### src/rtl/ir_packet_tx.sv
// IR car-control packet framer: serialises a latched 4-bit drive command as
// pulse-width-coded 36 kHz carrier bursts separated by silent gaps.
module ir_packet_tx #(
    parameter int CARRIER_HALF = 1389,
    parameter int START_LEN    = 192,
    parameter int SELECT_LEN   = 24,
    parameter int GAP_LEN      = 25,
    parameter int ASSERT_LEN   = 48,
    parameter int DEASSERT_LEN = 24
) (
    input  logic       CLK,
    input  logic       RESET,
    input  logic       SEND_PACKET,
    input  logic [3:0] COMMAND,
    output logic       IR_LED,
    output logic       BUSY,
    output logic       DONE
);
    // state  | meaning
    // IDLE   | waiting for SEND_PACKET, LED dark
    // START  | START burst
    // GAPn   | silent gap between bursts
    // SELECT | CAR_SELECT burst
    // RIGHT  | command bit 3 burst
    // LEFT   | command bit 2 burst
    // BACK   | command bit 1 burst
    // FWD    | command bit 0 burst, last segment
    typedef enum logic [3:0] {
        S_IDLE, S_START, S_GAP1, S_SELECT, S_GAP2, S_RIGHT,
        S_GAP3, S_LEFT, S_GAP4, S_BACK, S_GAP5, S_FWD
    } state_t;

    localparam int MAX_A   = (START_LEN > SELECT_LEN) ? START_LEN : SELECT_LEN;
    localparam int MAX_B   = (GAP_LEN > MAX_A) ? GAP_LEN : MAX_A;
    localparam int MAX_C   = (ASSERT_LEN > MAX_B) ? ASSERT_LEN : MAX_B;
    localparam int MAX_LEN = (DEASSERT_LEN > MAX_C) ? DEASSERT_LEN : MAX_C;
    localparam int HALF_W  = (CARRIER_HALF > 1) ? $clog2(CARRIER_HALF) : 1;
    localparam int PER_W   = (MAX_LEN > 1) ? $clog2(MAX_LEN) : 1;

    localparam logic [HALF_W-1:0] HALF_LAST  = HALF_W'(CARRIER_HALF - 1);
    localparam logic [PER_W-1:0]  START_M1   = PER_W'(START_LEN - 1);
    localparam logic [PER_W-1:0]  SELECT_M1  = PER_W'(SELECT_LEN - 1);
    localparam logic [PER_W-1:0]  GAP_M1     = PER_W'(GAP_LEN - 1);
    localparam logic [PER_W-1:0]  ASSERT_M1  = PER_W'(ASSERT_LEN - 1);
    localparam logic [PER_W-1:0]  DEASSERT_M1 = PER_W'(DEASSERT_LEN - 1);

    state_t            state;
    state_t            next_seg;
    logic [HALF_W-1:0] half_cnt;
    logic              phase;
    logic [PER_W-1:0]  per_cnt;
    logic [3:0]        cmd_q;
    logic [PER_W-1:0]  len_m1;
    logic              cur_burst;
    logic              next_burst;
    logic              half_end;
    logic              seg_end;

    // Per-segment length (minus one), successor and burst/gap flag
    always_comb begin
        len_m1    = '0;
        next_seg  = S_IDLE;
        cur_burst = 1'b0;
        case (state)
            S_START:  begin len_m1 = START_M1;  next_seg = S_GAP1;   cur_burst = 1'b1; end
            S_GAP1:   begin len_m1 = GAP_M1;    next_seg = S_SELECT; end
            S_SELECT: begin len_m1 = SELECT_M1; next_seg = S_GAP2;   cur_burst = 1'b1; end
            S_GAP2:   begin len_m1 = GAP_M1;    next_seg = S_RIGHT;  end
            S_RIGHT:  begin len_m1 = cmd_q[3] ? ASSERT_M1 : DEASSERT_M1; next_seg = S_GAP3; cur_burst = 1'b1; end
            S_GAP3:   begin len_m1 = GAP_M1;    next_seg = S_LEFT;   end
            S_LEFT:   begin len_m1 = cmd_q[2] ? ASSERT_M1 : DEASSERT_M1; next_seg = S_GAP4; cur_burst = 1'b1; end
            S_GAP4:   begin len_m1 = GAP_M1;    next_seg = S_BACK;   end
            S_BACK:   begin len_m1 = cmd_q[1] ? ASSERT_M1 : DEASSERT_M1; next_seg = S_GAP5; cur_burst = 1'b1; end
            S_GAP5:   begin len_m1 = GAP_M1;    next_seg = S_FWD;    end
            S_FWD:    begin len_m1 = cmd_q[0] ? ASSERT_M1 : DEASSERT_M1; next_seg = S_IDLE; cur_burst = 1'b1; end
            default:  begin len_m1 = '0;        next_seg = S_IDLE;   end
        endcase
        next_burst = (next_seg == S_SELECT) || (next_seg == S_RIGHT) || (next_seg == S_LEFT) ||
                     (next_seg == S_BACK)   || (next_seg == S_FWD);
        half_end   = (half_cnt == HALF_LAST);
        seg_end    = half_end && phase && (per_cnt == len_m1);
    end

    // IR_LED is driven from the post-edge phase so the LED matches the counters
    always_ff @(posedge CLK) begin
        if (!RESET) begin
            state    <= S_IDLE;
            half_cnt <= '0;
            phase    <= 1'b0;
            per_cnt  <= '0;
            cmd_q    <= 4'b0000;
            IR_LED   <= 1'b0;
            BUSY     <= 1'b0;
            DONE     <= 1'b0;
        end else begin
            DONE <= 1'b0;
            if (state == S_IDLE) begin
                half_cnt <= '0;
                phase    <= 1'b0;
                per_cnt  <= '0;
                IR_LED   <= 1'b0;
                if (SEND_PACKET) begin
                    cmd_q  <= COMMAND;
                    state  <= S_START;
                    BUSY   <= 1'b1;
                    IR_LED <= 1'b1;
                end
            end else if (seg_end) begin
                half_cnt <= '0;
                phase    <= 1'b0;
                per_cnt  <= '0;
                state    <= next_seg;
                IR_LED   <= next_burst;
                if (next_seg == S_IDLE) begin
                    BUSY <= 1'b0;
                    DONE <= 1'b1;
                end
            end else if (half_end) begin
                half_cnt <= '0;
                phase    <= ~phase;
                if (phase) begin
                    per_cnt <= per_cnt + 1'b1;
                end
                IR_LED <= cur_burst && phase;
            end else begin
                half_cnt <= half_cnt + 1'b1;
                IR_LED   <= cur_burst && !phase;
            end
        end
    end
endmodule

### config.mk
export PLATFORM = sky130hd
export DESIGN_NAME = ir_packet_tx
export DESIGN_NICKNAME = d
export VERILOG_FILES = /design/src/rtl/ir_packet_tx.sv
export SDC_FILE = /design/constraint.sdc
export NUM_CORES = 1
export LEC_CHECK = 0
export CORE_MARGIN = 3
export CORE_UTILIZATION = 62
export DETAILED_ROUTE_END_ITERATION = 12
export DONT_BUFFER_PORTS = 1
export PLACE_DENSITY = 0.83
export SLEW_MARGIN = 20
export SYNTH_ARGS = -nofsm -noshare
export SYNTH_HDL_FRONTEND = slang
export SYNTH_SLANG_ARGS = --single-unit
### constraint.sdc
create_clock -name CLK -period 3.25 [get_ports CLK]
set_clock_uncertainty 0.1 [all_clocks]
set_input_delay 0.325 -clock CLK [delete_from_list [all_inputs] [get_ports CLK]]
set_output_delay 0.325 -clock CLK [all_outputs]
set_load 0.02 [all_outputs]
# Word-level counts from Yosys, hierarchy flattened
# Cells that the tools add are included.
# Widths: inputs -> output; s select.
[op_classes]
addsub = 2
n_eq_ne = 19
muxes = 19
bitwise = 3
n_reduce_logical = 22
[op_table]
columns = ["cell", "n"]
rows = [
  ["$pmux 8 s7", 1],
  ["$pmux 4 s10", 1],
  ["$eq 4x3->1 const B", 6],
  ["$eq 4x4->1 const B", 6],
  ["$mux 6", 4],
  ["$eq 4x2->1 const B", 3],
  ["$mux 4", 3],
  ["$add 11x1->11 const B", 1],
  ["$eq 11x11->1 const B", 1],
  ["$mux 1", 10],
  ["$add 8x1->8 const B", 1],
  ["$eq 8x8->1", 1],
  ["$logic_not 4->1", 2],
  ["$reduce_and 2->1", 3],
  ["$reduce_or 3->1", 2],
  ["$reduce_or 6->1", 1],
  ["$reduce_or 5->1", 1],
  ["$eq 4x1->1 const B", 1],
  ["$logic_and 1x1->1", 4],
  ["$logic_or 1x1->1", 4],
  ["$reduce_bool 2->1", 2],
  ["$reduce_or 4->1", 1],
  ["$not 1->1", 3],
  ["$reduce_and 3->1", 1],
  ["2 further kinds", 2],
]
[totals]
regBits = 31
out_inout_bits = 3
word_cells = 73

# Longest topological paths before layout
[logic_depth]
ltp_word = 9
depth_mapped = 10

# Worst setup path before layout
# OpenSTA, ideal clock, no wires.
[synth_timing]
path_kind = "register to register"
startpoint = "reg half_cnt[0]"
endpoint = "reg state[1]"
arrival_time_ns = 2.195
required_time_ns = 3.035
path_slack_ns = 0.840
stages_incl_launch_ff = 11
synth_period_minus_slack_ns = 2.410
cell_sequence = "dfxtp_1 -> inv_1 -> ha_1 -> nor4b_1 -> and4_1 -> ha_1 -> nor4b_1 -> o21ai_2 -> buf_6 -> o31a_1 -> o21a_1"
[synth_between]
elab_chain_len = 5
[synth_lines]
columns = ["item", "line_no", "source"]
rows = [
  ["start: declaration", "49", "logic [HALF_W-1:0] half_cnt;"],
  ["start signal: assignment", "126", "half_cnt <= half_cnt + 1'b1;"],
  ["$eq 11x11->1", "80", "half_end = (half_cnt == HALF_LAST);"],
  ["$logic_and 1x1->1 (2 in series)", "81", "seg_end = half_end && phase && (per_cnt == len_m1);"],
  ["$reduce_bool 2->1 (no source line)", "n/a", ""],
  ["$reduce_and 2->1 (no source line)", "n/a", ""],
  ["end signal: assignment", "112", "state <= next_seg;"],
  ["end: declaration", "47", "state_t state;"],
]
# Every way passes these cells.
# A chain may end at the register's enable or synchronous reset.

# Final worst setup path
[layout_timing]
startpoint = "reg half_cnt[0]"
endpoint = "reg state[2]"
# The elaborated chain is that of the path after synthesis.

==> impl_metrics.ini <==
[placed_design]
postPlaceCellArea_um2 = 1617
routabilityCongestion = 0.8054
port_buffers = 0
hpwlAfterDp_um = 2388
dp_slack_ps = 519.3

[worst_setup_path]
cp.required_ps = 3350
critPathArrivalTime_ps = 2840
cp-end-kind = flip-flop
cp-start-kind = flip-flop
cp_num_buf_inv = 1
crit_fanout = 11
criticalPathCategory = reg2reg
path_cells = inv_1, ha_1, nor4b_1, and4_1, ha_1, nor4b_1, o21ai_2, o311ai_0, o41ai_1
critical_path.top_delay_family = simple AND/OR/NAND/NOR gates
slowest_stage = o311ai_0
crit_path_max_incr_delay_ps = 420

[yosys]
muxShareOfSynthArea_pct = 1.845
synthCells = 192
synth_largest_area_cell = dfxtp_1
synth_area_um2 = 1628
synthDistinctLibCells = 45
syn_nets = 203
synthSimpleGateAreaFrac_pct = 29.29
yosys.area.top_type_share_pct = 38.12
ys.flop_type = dfxtp_1
yosysSeqAreaShare_pct = 38.12
synth_xor_area_share_pct = 9.685
async_flop_share_pct = 0
synth_edf_count = 0
synth_compound_area_share_pct = 13.07
yosys-top-cells-area = dfxtp_1 38%, xor2_1 7.0%, nor2_1 6.7%
synth-adder-area-share_pct = 3.075
synth-seq-cells = 31
yosysWarnings = 0
synth_top_family_by_area = simple AND/OR/NAND/NOR gates
avgSynthCellArea_um2 = 8.478

[sta]
setup_ws_ps = 511.4
fmax_ghz = 0.3652
hold_viol = 0
setup_viol = 0
rsz0062_at_grt = false
finalCritPeriodShare_pct = 84.26
maxSlewViolCount = 0
tightest_slew_ps = 583.1
post-route-min-period_ps = 2739
fin_setup_tns_ps = 0
maxSlewHeadroom_pct = 61.07

[pwr]
power_density_nw_per_um2 = 421.9
leakagePower_nw = 0.6125
worst_ir_drop_vdd_mv = 0.3073

[clock_network]
clk_path_buf_depth = 2
clock_sinks = 31
ctsResizeCount = 0
clkTransAtPathRegs_ps = 100
holdBufCountCts = 0
htreeDepth = 2
insertion_delay_ps = 330
cts_tree = yes
postCtsSetupBuffers = 0
cts-root-buf = clkbuf_4
cts_buffers = 5

[drt]
routed_wl_um = 3261
routedWlPerCell_um = 14.76
routed_via_density = 6.240
initialDrtViolationCount = 115
drtAntennaViolNets = 0
drc = 0
vias = 1379
first_pass_iters = 4

[grt]
grt_max_degree = 20
grt_pass1_wl_um = 5782
antenna_found_initial = 0
track_usage_pct = 22.58
gr-total-overflow = 0
grt_pass1_vias = 1320

[die]
num_rows = 17
dieArea_um2 = 3276
boundaryPins = 10
chipWidth_um = 57.24
start_util_pct = 69.57
die_h_um = 57.24
core-area_um2 = 2340

[final_layout]
fin_nets = 203
drive_gt1_share_pct = 6.736
area_growth_pct = 3.536
n_antenna_cell = 0
final_area_um2 = 1685

[min_path]
hold_path.class = in2reg

[flow_run]
maxCapViolations = 0

[outcome]
outcome = finished clean
path summary, 6_finish.rpt:
path | start | end | slack [ps] | depth (start not counted)
max | half_cnt[0] | state[2] | 510 | 9
min | RESET | state[1] | 20 | 1
max reg2reg | half_cnt[0] | state[2] | 510 | 9
min reg2reg | cmd_q[0] | cmd_q[0] | 380 | 2
state kept, by name, summed over array words and instances, names as in the netlist:
| signal | count |
|---|---|
| DONE | 1 |
| state | 4 |
| per_cnt | 8 |
| half_cnt | 11 |
| phase | 1 |
| cmd_q | 4 |
| IR_LED | 1 |
| BUSY | 1 |
per-layer routing:
| metal | share of wire [%] | wire (um) | vias to the layer above | GRT usage [%] |
|---|---|---|---|---|
| met4 | 2.7 | 89 | 0 | 10.93 |
| met1 | 43 | 1387 | 636 | 26.43 |
| li1 | - | - | 680 | - |
| met3 | 6.4 | 209 | 11 | 7.240 |
| met2 | 48 | 1574 | 52 | 37.19 |
| met5 | 0 | 0 | - | 0 |
logic make-up (layout without fill, tap and decap cells):
logic type / count (synthesis) / in the layout
adders and majority gates: 4 / 4
buffers and inverters: 15 / 16
xor gates and xnor gates: 18 / 18
muxes: 3 / 3
DFF: 31 / 31
and+or+nand+nor: 92 / 92
AOI/OAI and AO/OA: 29 / 29
power by group:
part / internal [mW] / leakage [nW] / switching [mW]
registers: 0.388 / 0.251 / 0.0154
logic: 0.0225 / 0.323 / 0.0316
clock network: 0.127 / 0.0386 / 0.126
final cells by class:
type                            count  area (um^2)
Multi-Input combinational cell    146        927.1
Tap cell                           28        35.03
Timing Repair Buffer                1        7.507
Sequential cell                    31        620.6
Fill cell                         197        654.4
Inverter                            7        26.28
Clock buffer                        8        68.82
cells in the final DEF, fill, tap and decap left out, types with 3 or more instances in the layout:
cell type and n:
xnor2_1 5, nand2_1 23, mux2i_1 3, ha_1 4, nand3_1 3, nor4_1 3
a21oi_1 9, clkbuf_4 5, nor2_1 29, xor2_1 13, dfxtp_1 31, and3_1 5
inv_1 6, nor4b_1 3, nor3_1 3, or3_1 3, nand4_1 8
stage by stage:
step | cells | power (mW) | utilization (%) | hold slack (ps)
2_1_floorplan | 192 | 0.4569 | - | 341.1
3_3_place_gp | 213 | 0.4632 | 69.09 | 347.1
3_5_place_dp | 213 | 0.4662 | 69.09 | 360.4
4_1_cts | 221 | 0.7192 | 72.03 | 3.463
5_1_grt | 221 | 0.7465 | 72.03 | 3.698
6_report | 221 | 0.7111 | 72.03 | 18.67
synthesized netlist by cell type (2+ instances only):
cell type,count
nor3_1,3
ha_1,4
o21ai_0,2
inv_1,6
o311ai_0,2
o41ai_1,2
xnor2_1,5
dfxtp_1,31
mux2i_1,3
buf_6,2
or3_1,3
and3_1,5
nand2b_1,2
nand3_1,3
nand2_1,23
and4_1,2
a21oi_1,9
buf_2,4
nor4_1,3
o21a_1,2
nor2_1,29
nor4b_1,3
o31a_1,2
xor2_1,13
nor4bb_1,2
nand4_1,8
Power figures use the tool's default switching activity.
